File: src/rtl/tiny_alu_pkg.sv
// tiny_alu_pkg: shared opcodes, defaults and result record
// for the tiny ALU pipeline.
package tiny_alu_pkg;

  localparam int DEF_DATA_BITS    = 8;
  localparam int DEF_OPCODE_BITS  = 3;
  localparam int DEF_PIPE_LATENCY = 3;
  localparam int DEF_FIFO_DEPTH   = 4;

  typedef enum logic [2:0] {
    OP_NOP = 3'd0,
    OP_ADD = 3'd1,
    OP_AND = 3'd2,
    OP_XOR = 3'd3,
    OP_MUL = 3'd4
  } op_e;

  typedef struct packed {
    logic                         err;
    logic [2*DEF_DATA_BITS-1:0]   result;
  } res_t;

endpackage

File: src/rtl/tiny_alu_pipe_if.sv
// tiny_alu_pipe_if: clock/reset bundle and request/result
// handshake bundle for the tiny ALU pipeline.
interface tiny_clk_rst_if;
  logic clk_i;
  logic rst_i;

  modport master (output clk_i, output rst_i);
  modport slave  (input clk_i, input rst_i);
endinterface

interface tiny_alu_pipe_if #(
  parameter int DATA_BITS   = 8,
  parameter int OPCODE_BITS = 3
);
  logic                     start_i;
  logic                     ready_o;
  logic [OPCODE_BITS-1:0]   opcode_i;
  logic [DATA_BITS-1:0]     a_i;
  logic [DATA_BITS-1:0]     b_i;
  logic                     done_o;
  logic [2*DATA_BITS-1:0]   result_o;
  logic                     err_o;
  logic                     result_ready_i;

  modport master (
    output start_i, opcode_i, a_i, b_i, result_ready_i,
    input  ready_o, done_o, result_o, err_o
  );
  modport slave (
    input  start_i, opcode_i, a_i, b_i, result_ready_i,
    output ready_o, done_o, result_o, err_o
  );
endinterface

File: src/rtl/tiny_alu_result_fifo.sv
// tiny_alu_result_fifo: output queue holding finished results
// in order; pointers wrap modulo DEPTH.
module tiny_alu_result_fifo #(
  parameter int WIDTH = 17,
  parameter int DEPTH = 4
) (
  input  logic                         clk_i,
  input  logic                         rst_i,
  input  logic                         push_i,
  input  logic [WIDTH-1:0]             data_i,
  input  logic                         pop_i,
  output logic [WIDTH-1:0]             data_o,
  output logic                         full_o,
  output logic                         empty_o,
  output logic [$clog2(DEPTH+1)-1:0]   count_o
);

  localparam int PW = (DEPTH > 1) ? $clog2(DEPTH) : 1;
  localparam int CW = $clog2(DEPTH + 1);

  logic [PW-1:0]    wr_q, wr_d;
  logic [PW-1:0]    rd_q, rd_d;
  logic [CW-1:0]    cnt_q, cnt_d;
  logic [WIDTH-1:0] mem_q [DEPTH];
  logic             do_push;
  logic             do_pop;

  function automatic logic [PW-1:0] nxt(input logic [PW-1:0] p);
    return (p == PW'(DEPTH - 1)) ? '0 : p + 1'b1;
  endfunction

  assign empty_o = (cnt_q == '0);
  assign full_o  = (cnt_q == CW'(DEPTH));
  assign count_o = cnt_q;
  assign data_o  = mem_q[rd_q];
  assign do_pop  = pop_i & ~empty_o;
  assign do_push = push_i & (~full_o | do_pop);

  // pointer and occupancy update
  always_comb begin
    wr_d  = wr_q;
    rd_d  = rd_q;
    cnt_d = cnt_q;
    if (do_push) wr_d = nxt(wr_q);
    if (do_pop)  rd_d = nxt(rd_q);
    cnt_d = cnt_q + CW'(do_push) - CW'(do_pop);
  end

  // control state, cleared by reset
  always_ff @(posedge clk_i or posedge rst_i) begin
    if (rst_i) begin
      wr_q  <= '0;
      rd_q  <= '0;
      cnt_q <= '0;
    end else begin
      wr_q  <= wr_d;
      rd_q  <= rd_d;
      cnt_q <= cnt_d;
    end
  end

  // storage needs no reset; occupancy qualifies it
  always_ff @(posedge clk_i) begin
    if (do_push) mem_q[wr_q] <= data_i;
  end

  a_no_overflow: assert property (
    @(posedge clk_i) disable iff (rst_i)
    !(push_i && full_o && !pop_i)
  );

endmodule

File: src/rtl/tiny_alu_pipe.sv
// tiny_alu_pipe: credit-limited fixed-latency ALU with an
// in-order result queue; MUL is spread over the stages.
module tiny_alu_pipe
  import tiny_alu_pkg::*;
#(
  parameter int INPUT_DATA_BITS = DEF_DATA_BITS,
  parameter int OPCODE_BITS     = DEF_OPCODE_BITS,
  parameter int PIPE_LATENCY    = DEF_PIPE_LATENCY,
  parameter int FIFO_DEPTH      = DEF_FIFO_DEPTH
) (
  tiny_clk_rst_if.slave  clk_rst_if,
  tiny_alu_pipe_if.slave bus_if
);

  localparam int W  = INPUT_DATA_BITS;
  localparam int OB = OPCODE_BITS;
  localparam int L  = PIPE_LATENCY;
  localparam int D  = FIFO_DEPTH;
  localparam int W2 = 2 * W;
  localparam int CH = (W + L - 1) / L;
  localparam int CW = $clog2(D + 1);

  localparam logic [OB-1:0] C_NOP = OB'(OP_NOP);
  localparam logic [OB-1:0] C_ADD = OB'(OP_ADD);
  localparam logic [OB-1:0] C_AND = OB'(OP_AND);
  localparam logic [OB-1:0] C_XOR = OB'(OP_XOR);
  localparam logic [OB-1:0] C_MUL = OB'(OP_MUL);

  typedef struct packed {
    logic          err;
    logic [W2-1:0] result;
  } res_w_t;

  logic          clk;
  logic          rst;
  logic          ready;
  logic          accept;
  logic          acc_op;
  logic          pop;
  logic [CW-1:0] cnt_q, cnt_d;
  logic [L-1:0]  vld_q, vld_d;
  logic [OB-1:0] op_q  [L];
  logic [OB-1:0] op_d  [L];
  logic [W-1:0]  a_q   [L];
  logic [W-1:0]  a_d   [L];
  logic [W-1:0]  b_q   [L];
  logic [W-1:0]  b_d   [L];
  logic [W2-1:0] acc_q [L];
  logic [W2-1:0] acc_d [L];
  res_w_t        res_in;
  res_w_t        res_out;
  logic          f_full;
  logic          f_empty;
  logic [CW-1:0] f_count;

  // partial product of a with the j-th CH-bit slice of b
  function automatic logic [W2-1:0] pp(
    input logic [W-1:0] a,
    input logic [W-1:0] b,
    input int           j
  );
    logic [W2-1:0] aw, bw, m;
    aw = {{W{1'b0}}, a};
    bw = {{W{1'b0}}, b} >> (j * CH);
    m  = ~({W2{1'b1}} << CH);
    return (aw * (bw & m)) << (j * CH);
  endfunction

  assign clk    = clk_rst_if.clk_i;
  assign rst    = clk_rst_if.rst_i;
  assign ready  = ~rst & (cnt_q < CW'(D));
  assign accept = bus_if.start_i & ready;
  assign acc_op = accept & (bus_if.opcode_i != C_NOP);
  assign pop    = ~f_empty & bus_if.result_ready_i;

  assign bus_if.ready_o  = ready;
  assign bus_if.done_o   = ~f_empty;
  assign bus_if.result_o = f_empty ? '0 : res_out.result;
  assign bus_if.err_o    = ~f_empty & res_out.err;

  // credits: in-flight plus queued results
  always_comb begin
    cnt_d = cnt_q + CW'(acc_op) - CW'(pop);
  end

  // valid shift and MUL accumulation across stages
  always_comb begin
    vld_d[0] = acc_op;
    op_d[0]  = acc_op ? bus_if.opcode_i : op_q[0];
    a_d[0]   = acc_op ? bus_if.a_i : a_q[0];
    b_d[0]   = acc_op ? bus_if.b_i : b_q[0];
    acc_d[0] = acc_op ? pp(bus_if.a_i, bus_if.b_i, 0)
                      : acc_q[0];
    for (int i = 1; i < L; i++) begin
      vld_d[i] = vld_q[i-1];
      op_d[i]  = op_q[i-1];
      a_d[i]   = a_q[i-1];
      b_d[i]   = b_q[i-1];
      acc_d[i] = acc_q[i-1] + pp(a_q[i-1], b_q[i-1], i);
    end
  end

  // final stage result select
  always_comb begin
    res_in = '0;
    unique case (1'b1)
      op_q[L-1] == C_ADD:
        res_in.result = W2'({1'b0, a_q[L-1]} + {1'b0, b_q[L-1]});
      op_q[L-1] == C_AND:
        res_in.result = W2'(a_q[L-1] & b_q[L-1]);
      op_q[L-1] == C_XOR:
        res_in.result = W2'(a_q[L-1] ^ b_q[L-1]);
      op_q[L-1] == C_MUL:
        res_in.result = acc_q[L-1];
      default:
        res_in.err = 1'b1;
    endcase
  end

  // credit counter and stage valids
  always_ff @(posedge clk or posedge rst) begin
    if (rst) begin
      cnt_q <= '0;
      vld_q <= '0;
    end else begin
      cnt_q <= cnt_d;
      vld_q <= vld_d;
    end
  end

  // stage data, qualified by the valids
  always_ff @(posedge clk) begin
    op_q  <= op_d;
    a_q   <= a_d;
    b_q   <= b_d;
    acc_q <= acc_d;
  end

  tiny_alu_result_fifo #(
    .WIDTH ($bits(res_w_t)),
    .DEPTH (D)
  ) u_fifo (
    .clk_i   (clk),
    .rst_i   (rst),
    .push_i  (vld_q[L-1]),
    .data_i  (res_in),
    .pop_i   (pop),
    .data_o  (res_out),
    .full_o  (f_full),
    .empty_o (f_empty),
    .count_o (f_count)
  );

  a_credit_covers_queue: assert property (
    @(posedge clk) disable iff (rst)
    (cnt_q >= f_count) && (!f_full || cnt_q == CW'(D))
  );

endmodule

File: src/flat_wrapper.sv
// flat-port wrapper written by rule: the top's interface ports become plain ports
module tiny_alu_pipe_flat import tiny_alu_pkg::*;
#(
  parameter int INPUT_DATA_BITS = DEF_DATA_BITS,
  parameter int OPCODE_BITS     = DEF_OPCODE_BITS,
  parameter int PIPE_LATENCY    = DEF_PIPE_LATENCY,
  parameter int FIFO_DEPTH      = DEF_FIFO_DEPTH
)
  (clk_rst_if_clk_i, clk_rst_if_rst_i, bus_if_start_i, bus_if_opcode_i, bus_if_a_i, bus_if_b_i, bus_if_result_ready_i, bus_if_ready_o, bus_if_done_o, bus_if_result_o, bus_if_err_o);
  tiny_clk_rst_if clk_rst_if_i ();
  tiny_alu_pipe_if #(.DATA_BITS(8), .OPCODE_BITS(OPCODE_BITS)) bus_if_i ();
  input wire logic [$bits(clk_rst_if_i.clk_i)-1:0] clk_rst_if_clk_i;
  input wire logic [$bits(clk_rst_if_i.rst_i)-1:0] clk_rst_if_rst_i;
  input wire logic [$bits(bus_if_i.start_i)-1:0] bus_if_start_i;
  input wire logic [$bits(bus_if_i.opcode_i)-1:0] bus_if_opcode_i;
  input wire logic [$bits(bus_if_i.a_i)-1:0] bus_if_a_i;
  input wire logic [$bits(bus_if_i.b_i)-1:0] bus_if_b_i;
  input wire logic [$bits(bus_if_i.result_ready_i)-1:0] bus_if_result_ready_i;
  output wire logic [$bits(bus_if_i.ready_o)-1:0] bus_if_ready_o;
  output wire logic [$bits(bus_if_i.done_o)-1:0] bus_if_done_o;
  output wire logic [$bits(bus_if_i.result_o)-1:0] bus_if_result_o;
  output wire logic [$bits(bus_if_i.err_o)-1:0] bus_if_err_o;
  assign clk_rst_if_i.clk_i = clk_rst_if_clk_i;
  assign clk_rst_if_i.rst_i = clk_rst_if_rst_i;
  assign bus_if_i.start_i = bus_if_start_i;
  assign bus_if_i.opcode_i = bus_if_opcode_i;
  assign bus_if_i.a_i = bus_if_a_i;
  assign bus_if_i.b_i = bus_if_b_i;
  assign bus_if_i.result_ready_i = bus_if_result_ready_i;
  assign bus_if_ready_o = bus_if_i.ready_o;
  assign bus_if_done_o = bus_if_i.done_o;
  assign bus_if_result_o = bus_if_i.result_o;
  assign bus_if_err_o = bus_if_i.err_o;
  tiny_alu_pipe #(.INPUT_DATA_BITS(INPUT_DATA_BITS), .OPCODE_BITS(OPCODE_BITS), .PIPE_LATENCY(PIPE_LATENCY), .FIFO_DEPTH(FIFO_DEPTH)) u_core (.clk_rst_if(clk_rst_if_i), .bus_if(bus_if_i));
endmodule
File: config.mk
export PLATFORM = sky130hd
export DESIGN_NAME = tiny_alu_pipe_flat
export DESIGN_NICKNAME = d
export VERILOG_FILES = /design/src/rtl/tiny_alu_pkg.sv /design/src/rtl/tiny_alu_pipe_if.sv /design/src/rtl/tiny_alu_result_fifo.sv /design/src/rtl/tiny_alu_pipe.sv /design/src/flat_wrapper.sv
export SDC_FILE = /design/constraint.sdc
export NUM_CORES = 1
export LEC_CHECK = 0
export BUFFER_PORTS_ARGS = -buffer_cell sky130_fd_sc_hd__buf_2
export CORE_ASPECT_RATIO = 1.2
export CORE_MARGIN = 2
export CORE_UTILIZATION = 53
export CTS_CLUSTER_DIAMETER = 30
export CTS_CLUSTER_SIZE = 10
export DETAILED_ROUTE_END_ITERATION = 10
export PLACE_DENSITY = 0.7
export RECOVER_POWER = 25
export SLEW_MARGIN = 30
export SYNTH_ARGS = -nofsm -noshare
export SYNTH_HDL_FRONTEND = slang
export SYNTH_HIERARCHICAL = 1
export SYNTH_SLANG_ARGS = --single-unit
File: constraint.sdc
create_clock -name clk_rst_if_clk_i -period 4.1 [get_ports clk_rst_if_clk_i]
set_clock_uncertainty 0.2 [all_clocks]
set_input_delay 0.205 -clock clk_rst_if_clk_i [delete_from_list [all_inputs] [get_ports clk_rst_if_clk_i]]
set_output_delay 0.205 -clock clk_rst_if_clk_i [all_outputs]
set_load 0.005 [all_outputs]
; Word level (Yosys, flattened, before mapping)
; Memory sizes are Yosys's and may differ from the RTL's.
; Index checks and enable logic that the tools add are counted.
[op_classes]
order_cmp = 1
mux = 7
bitwise = 13
reduce_logical = 3
addsub = 9
n_eq_ne = 7
n_mul = 3
[ops]
columns = operator, n
row1 = 16-bit case mux with 4 select lines, 1
row2 = 16-bit adder, 2
row3 = 8-bit by 3-bit multiplier with 11-bit output, 2
row4 = 16-bit two-way mux, 1
row5 = 8-bit by 2-bit multiplier with 10-bit output, 1
row6 = 8-bit by 8-bit adder with 9-bit output, 1
row7 = 8-bit bitwise AND, 1
row8 = 8-bit XOR, 1
row9 = 1-bit bitwise AND, 7
row10 = 3-bit by 1-bit adder with 3-bit output, 2
row11 = 3-bit by 2-bit equality test with 1-bit output (second input constant), 2
row12 = 3-bit equality test (second input constant), 2
row13 = 3-bit by 1-bit subtractor with 3-bit output, 2
row14 = 2-bit by 1-bit adder with 2-bit output (second input constant), 2
row15 = 2-bit equality test (second input constant), 2
row16 = 2-bit two-way mux, 2
row17 = 4-bit OR reduction, 1
row18 = 3-bit by 1-bit equality test with 1-bit output (second input constant), 1
row19 = 3-bit zero test, 1
row20 = 3-bit less-than comparator (second input constant), 1
row21 = 1-bit two-way mux, 3
row22 = 1-bit inverter, 3
row23 = 3-bit nonzero test, 1
row24 = 1-bit bitwise OR, 1
[word_totals]
word_cells = 61
mem_bits_rw = 68
memories = 1
output_inout_bits = 19
ff_bits = 118
input_bits = 23
[mem_list]
columns = memory, words, width, rd, rd_clocked_by_memory_dff, write_ports, line
row1 = u_core.u_fifo.mem_q, 4, 17, 1, 0, 1, tiny_alu_result_fifo.sv:24  ; logic [WIDTH-1:0] mem_q [DEPTH];

; Longest topological paths before layout
[depth]
depth_word = 8
ltp_mapped = 16
mapped_depth_nobuf = 16

; Hierarchy
; Netlist, hierarchy kept.
[modules_own_cells]
columns = module, cells_per_inst, seq_area_each_um2, n_inst, area_per_inst_um2
row1 = tiny_alu_pipe, 519, 2432.3, 1, 5455.2
row2 = tiny_alu_result_fifo, 126, 2217.1, 1, 2904.0

; Least setup slack after synthesis
; No wires, ideal clock.
[synth_timing]
path_type = register to register
startpoint = register u_core.b_q (netlist bit u_core/b_d[13])
endpoint = register u_core/acc_q[28] (netlist name)
setup_time_ns = 0.129
required_time_ns = 3.771
stages_incl_launch_ff = 15
synth_period_minus_slack_ns = 3.325
path_slack_ns = 0.775
t_arrival_ns = 2.995
n_path_buf = 0
path_cell_list = edfxtp_1 > nand2_1 > fa_1 > inv_1 > ha_1 > inv_1 > fa_1 > inv_1 > ha_1 > o21ai_0 > nor2_1 > o31a_1 > o31a_1 > o21a_1 > xor2_1
[synth_rtl]
columns = item, line
row1 = from (decl), tiny_alu_pipe.sv:46  ; logic [W-1:0] b_q [L];
row2 = from (signal assigned), tiny_alu_pipe.sv:135  ; b_q <= b_d;
row3 = to (signal assigned), tiny_alu_pipe.sv:136  ; acc_q <= acc_d;
row4 = to (decl), tiny_alu_pipe.sv:48  ; logic [W2-1:0] acc_q [L];

==> metrics.log <==
[metrics] weighted congestion reported at the end of routability-driven placement: 0.8792
[metrics] power per unit of standard cell area: 589.2 nW/µm²
[metrics] quantity of gates resized following cts: 0
[metrics] effective utilization at floorplan: 53.88%
[metrics] status: complete, no violations
[metrics] flop-to-flop setup slack: 0.53 ns
[metrics] layout filler cell count: 1207
[metrics] worst slack, placed: 0.5255 ns
[metrics] Leak: 4.020 nW
[metrics] wire length per cell: 15.37 µm
[metrics] remaining global-route overflow: 0
[metrics] actual transition at the worst max-transition pin: 0.9347 ns
[metrics] Max H-tree Level: 4
[metrics] async set-reset flop share out of synthesis: 7.222%
[metrics] number of warnings printed during yosys synthesis: 6
[metrics] critical path data required time: 4.20 ns
[metrics] via count of the first global-routing pass: 5103
[metrics] setup tns final: 0 ns
[metrics] post-route DRC violation count: 0
[metrics] Net Count, Synth: 749
[metrics] top cell type by total area after synthesis: edfxtp_1
[metrics] nature of the critical path startpoint: flop
[metrics] data arrival time of the critical path: 3.67 ns
[metrics] Slowest Stage Delay on Critical Path: 0.49 ns
[metrics] area after detailed placement: 8801 µm²
[metrics] Iter 0 DRT Violations: 236
[metrics] Synth area leaders: edfxtp_1 35%, dfxtp_1 17%, ha_1 9.1%, fa_1 4.8%, mux4_2 4.6%
[metrics] die area: 16800 µm²
[metrics] Worst-Skew Late Latency: 0.42 ns
[metrics] Synth-to-Final Area Change: 14.88%
[metrics] highest clock frequency the design can meet: 279.8 MHz
[metrics] distinct cell type count of the synthesized netlist: 50
[metrics] commonest non-fill, non-tap cell in the layout: edfxtp_1
[metrics] area of the mapped netlist: 8359 µm²
[metrics] clock root buffer master: clkbuf_16
[metrics] TritonCTS buffer count: 17
[metrics] final antenna-violating net count: 0
[metrics] setup bufs post-CTS: 0
[metrics] Post-DP HPWL: 10580 µm
[metrics] CP max FO: 9
[metrics] kind of capture point of the worst setup path: flop
[metrics] cells traversed along the worst timing path: nand2_1, fa_1, inv_1, ha_1, inv_1, fa_1, inv_1, ha_1, o21ai_0, nor2_1, o31a_1, o31a_1, o21a_1, xor2_1
[metrics] number of hold violations in the final report: 0
[metrics] top_reg_cell synth: edfxtp_1
[metrics] fraction of final layout cells sized beyond drive strength 1: 12.30%
[metrics] finished layout cell area: 9603 µm²
[metrics] global-route wire length before repair: 24350 µm
[metrics] GRT Resource Usage Total: 18.52%
[metrics] area fraction of the dominant cell type after synthesis: 35.20%
[metrics] Port-buffer cells: 41
[metrics] most used cell along the critical path: inv_1
[metrics] synthesized area per cell: 12.96 µm²
[metrics] final layout net count: 823
[metrics] Seq/Total Area, Yosys: 55.62%
[metrics] Gate Count Post-Synth: 645
[metrics] clock period minus final worst setup slack: 3.574 ns
[metrics] Initial DRT Pass Iterations: 7
[metrics] number of clock sinks: 180
[metrics] count of antenna diodes in the layout: 0
[metrics] clock tree from TritonCTS: built
[metrics] number of buffers between clock root and the deepest sink: 2
[metrics] number of pins exceeding their max-slew limit in the final report: 0
[metrics] number of failing setup endpoints in the final timing report: 0
[metrics] number of placed I/O pins: 42
[metrics] number of violations of the max-capacitance limit: 0
[metrics] crit path kind: reg2reg
[metrics] Slew HR: 37.69%
[metrics] standard-cell rows: 50
[metrics] Core Area: 15510 µm²
[metrics] EDFF count, synth: 98
[metrics] x dimension of the die: 118.6 µm
[metrics] critical-path cell with the highest stage delay: edfxtp_1
[metrics] final hold slack: 0.04656 ns
[metrics] final worst-path cycle share: 87.18%
[metrics] unrepaired setup endpoints after global routing: false
[metrics] Worst VDD drop: 0.0002781 V
[metrics] maximum number of pins on one net before global-route repair: 33
[metrics] post-cts hold buffer count: 20
[metrics] classification of the worst-slack hold path: in2async
[metrics] detailed-route via count: 4883
[metrics] clock slew seen by the registers of the worst setup and hold paths: 0.07 ns
[metrics] Total Routed Length: 14450 µm
[metrics] synthesized flop and latch total: 180
[metrics] routed via count divided by cell count: 5.195
[metrics] antenna violations before repair: 0
[metrics] min setup slack post-route: 0.5257 ns
[metrics] overall die height: 141.6 µm
[metrics] commonest cells after routing, fill and taps aside: 98 x edfxtp_1, 69 x dfxtp_1, 61 x ha_1
## logic make-up (layout without fill, tap and decap cells)
kind of cell | count (synthesis) | count (layout) | share of synthesized area (%)
adder cells (fa/ha/maj) | 81 | 81 | 13.92
multiplexers | 27 | 27 | 5.852
XOR/XNOR | 41 | 41 | 4.296
AND/OR/NAND/NOR | 164 | 164 | 9.998
AO/OA/AOI/OAI | 94 | 94 | 7.484
buffers and inverters | 58 | 145 | 2.829
flip-flops | 180 | 180 | 55.62
## final cells by class
type	instances	area [µm²]	area share [%]
Clock buffer	19	454.2	4.730
Timing Repair Buffer	64	411.6	4.287
Tap cell	208	260.3	2.710
Sequential cell	180	4651	48.43
Multi-Input combinational cell	407	3478	36.22
Clock inverter	13	163.9	1.707
Inverter	49	183.9	1.915
## final timing paths
path / start / to / cells past startpoint
max: u_core/b_d[13] / u_core/acc_q[28] / 14
min: clk_rst_if_rst_i / u_core/cnt_q[2] / 3
max reg2reg: u_core/b_d[13] / u_core/acc_q[28] / 14
min reg2reg: u_core/op_d[0] / u_core/op_q[0] / 0
max in group asynchronous: clk_rst_if_rst_i / u_core/u_fifo/rd_q[0] / 3
min in group clk_rst_if_clk_i: u_core/op_d[0] / u_core/op_q[0] / 0
## cell usage after synthesis, drive strengths merged, types with 2 or more instances
master / number
edfxtp: 98
dfxtp: 69
ha: 61
nand2: 53
inv: 49
and2: 34
xnor2: 28
a21oi: 26
nor2b: 25
nor2: 24
o21ai: 21
fa: 20
mux4: 17
dfrtp: 13
xor2: 13
a21o: 11
and3: 9
nand2b: 7
nor3: 7
o21a: 7
buf: 6
mux2: 5
mux2i: 5
o21bai: 5
a211oi: 3
a21boi: 3
clkbuf: 3
o221ai: 3
a22oi: 2
a31oi: 2
o31a: 2
o41ai: 2
or3: 2
## through the flow
step	util [%]	power, mW	std cells
2_1_floorplan	-	3.630	645
3_3_place_gp	56.72	3.977	888
3_5_place_dp	56.73	4.034	888
4_1_cts	62.00	5.719	940
5_1_grt	61.90	6.008	940
6_report	61.90	5.658	940
## worst max-delay path: cells and delay by family (launching register included)
kind                     cells  cell delay, ns
flip-flops                   1            0.49
AND/OR/NAND/NOR              2            0.21
buffers and inverters        3            0.18
AO/OA/AOI/OAI                4            0.82
XOR/XNOR                     1            0.16
adder cells (fa/ha/maj)      4            1.41
## flip-flops by register name, summed over array words and instances, names as in the netlist
signal / count
u_core/acc_q: 42
u_core/b_d: 16
u_core/u_fifo/wr_q: 2
u_core/b_q: 8
u_core/op_d: 6
u_core/op_q: 3
u_core/a_d: 16
u_core/u_fifo/count_o: 3
u_core/a_q: 8
u_core/cnt_q: 3
u_core/u_fifo/rd_q: 2
u_core/vld_q: 3
u_core/u_fifo/mem_q: 68
## power by group
| group | internal (mW) | switching [mW] | total (mW) | leakage (nW) |
|---|---|---|---|---|
| Clock | 0.956 | 0.698 | 1.65 | 0.290 |
| Combinational | 0.826 | 0.735 | 1.56 | 2.09 |
| Sequential | 2.22 | 0.224 | 2.44 | 1.64 |
## per-layer routing
metal  up-vias  wire, µm  part of all wire (%)  GRT usage (%)
li1       2410         -                     -              -
met1      2375      5833                    40          20.55
met2        78      7964                    55          35.39
met3        20       351                   2.4          3.215
met4         0       295                   2.0          6.642
met5         -         0                     0              0
No activity file was read; power rests on OpenSTA's default activity.
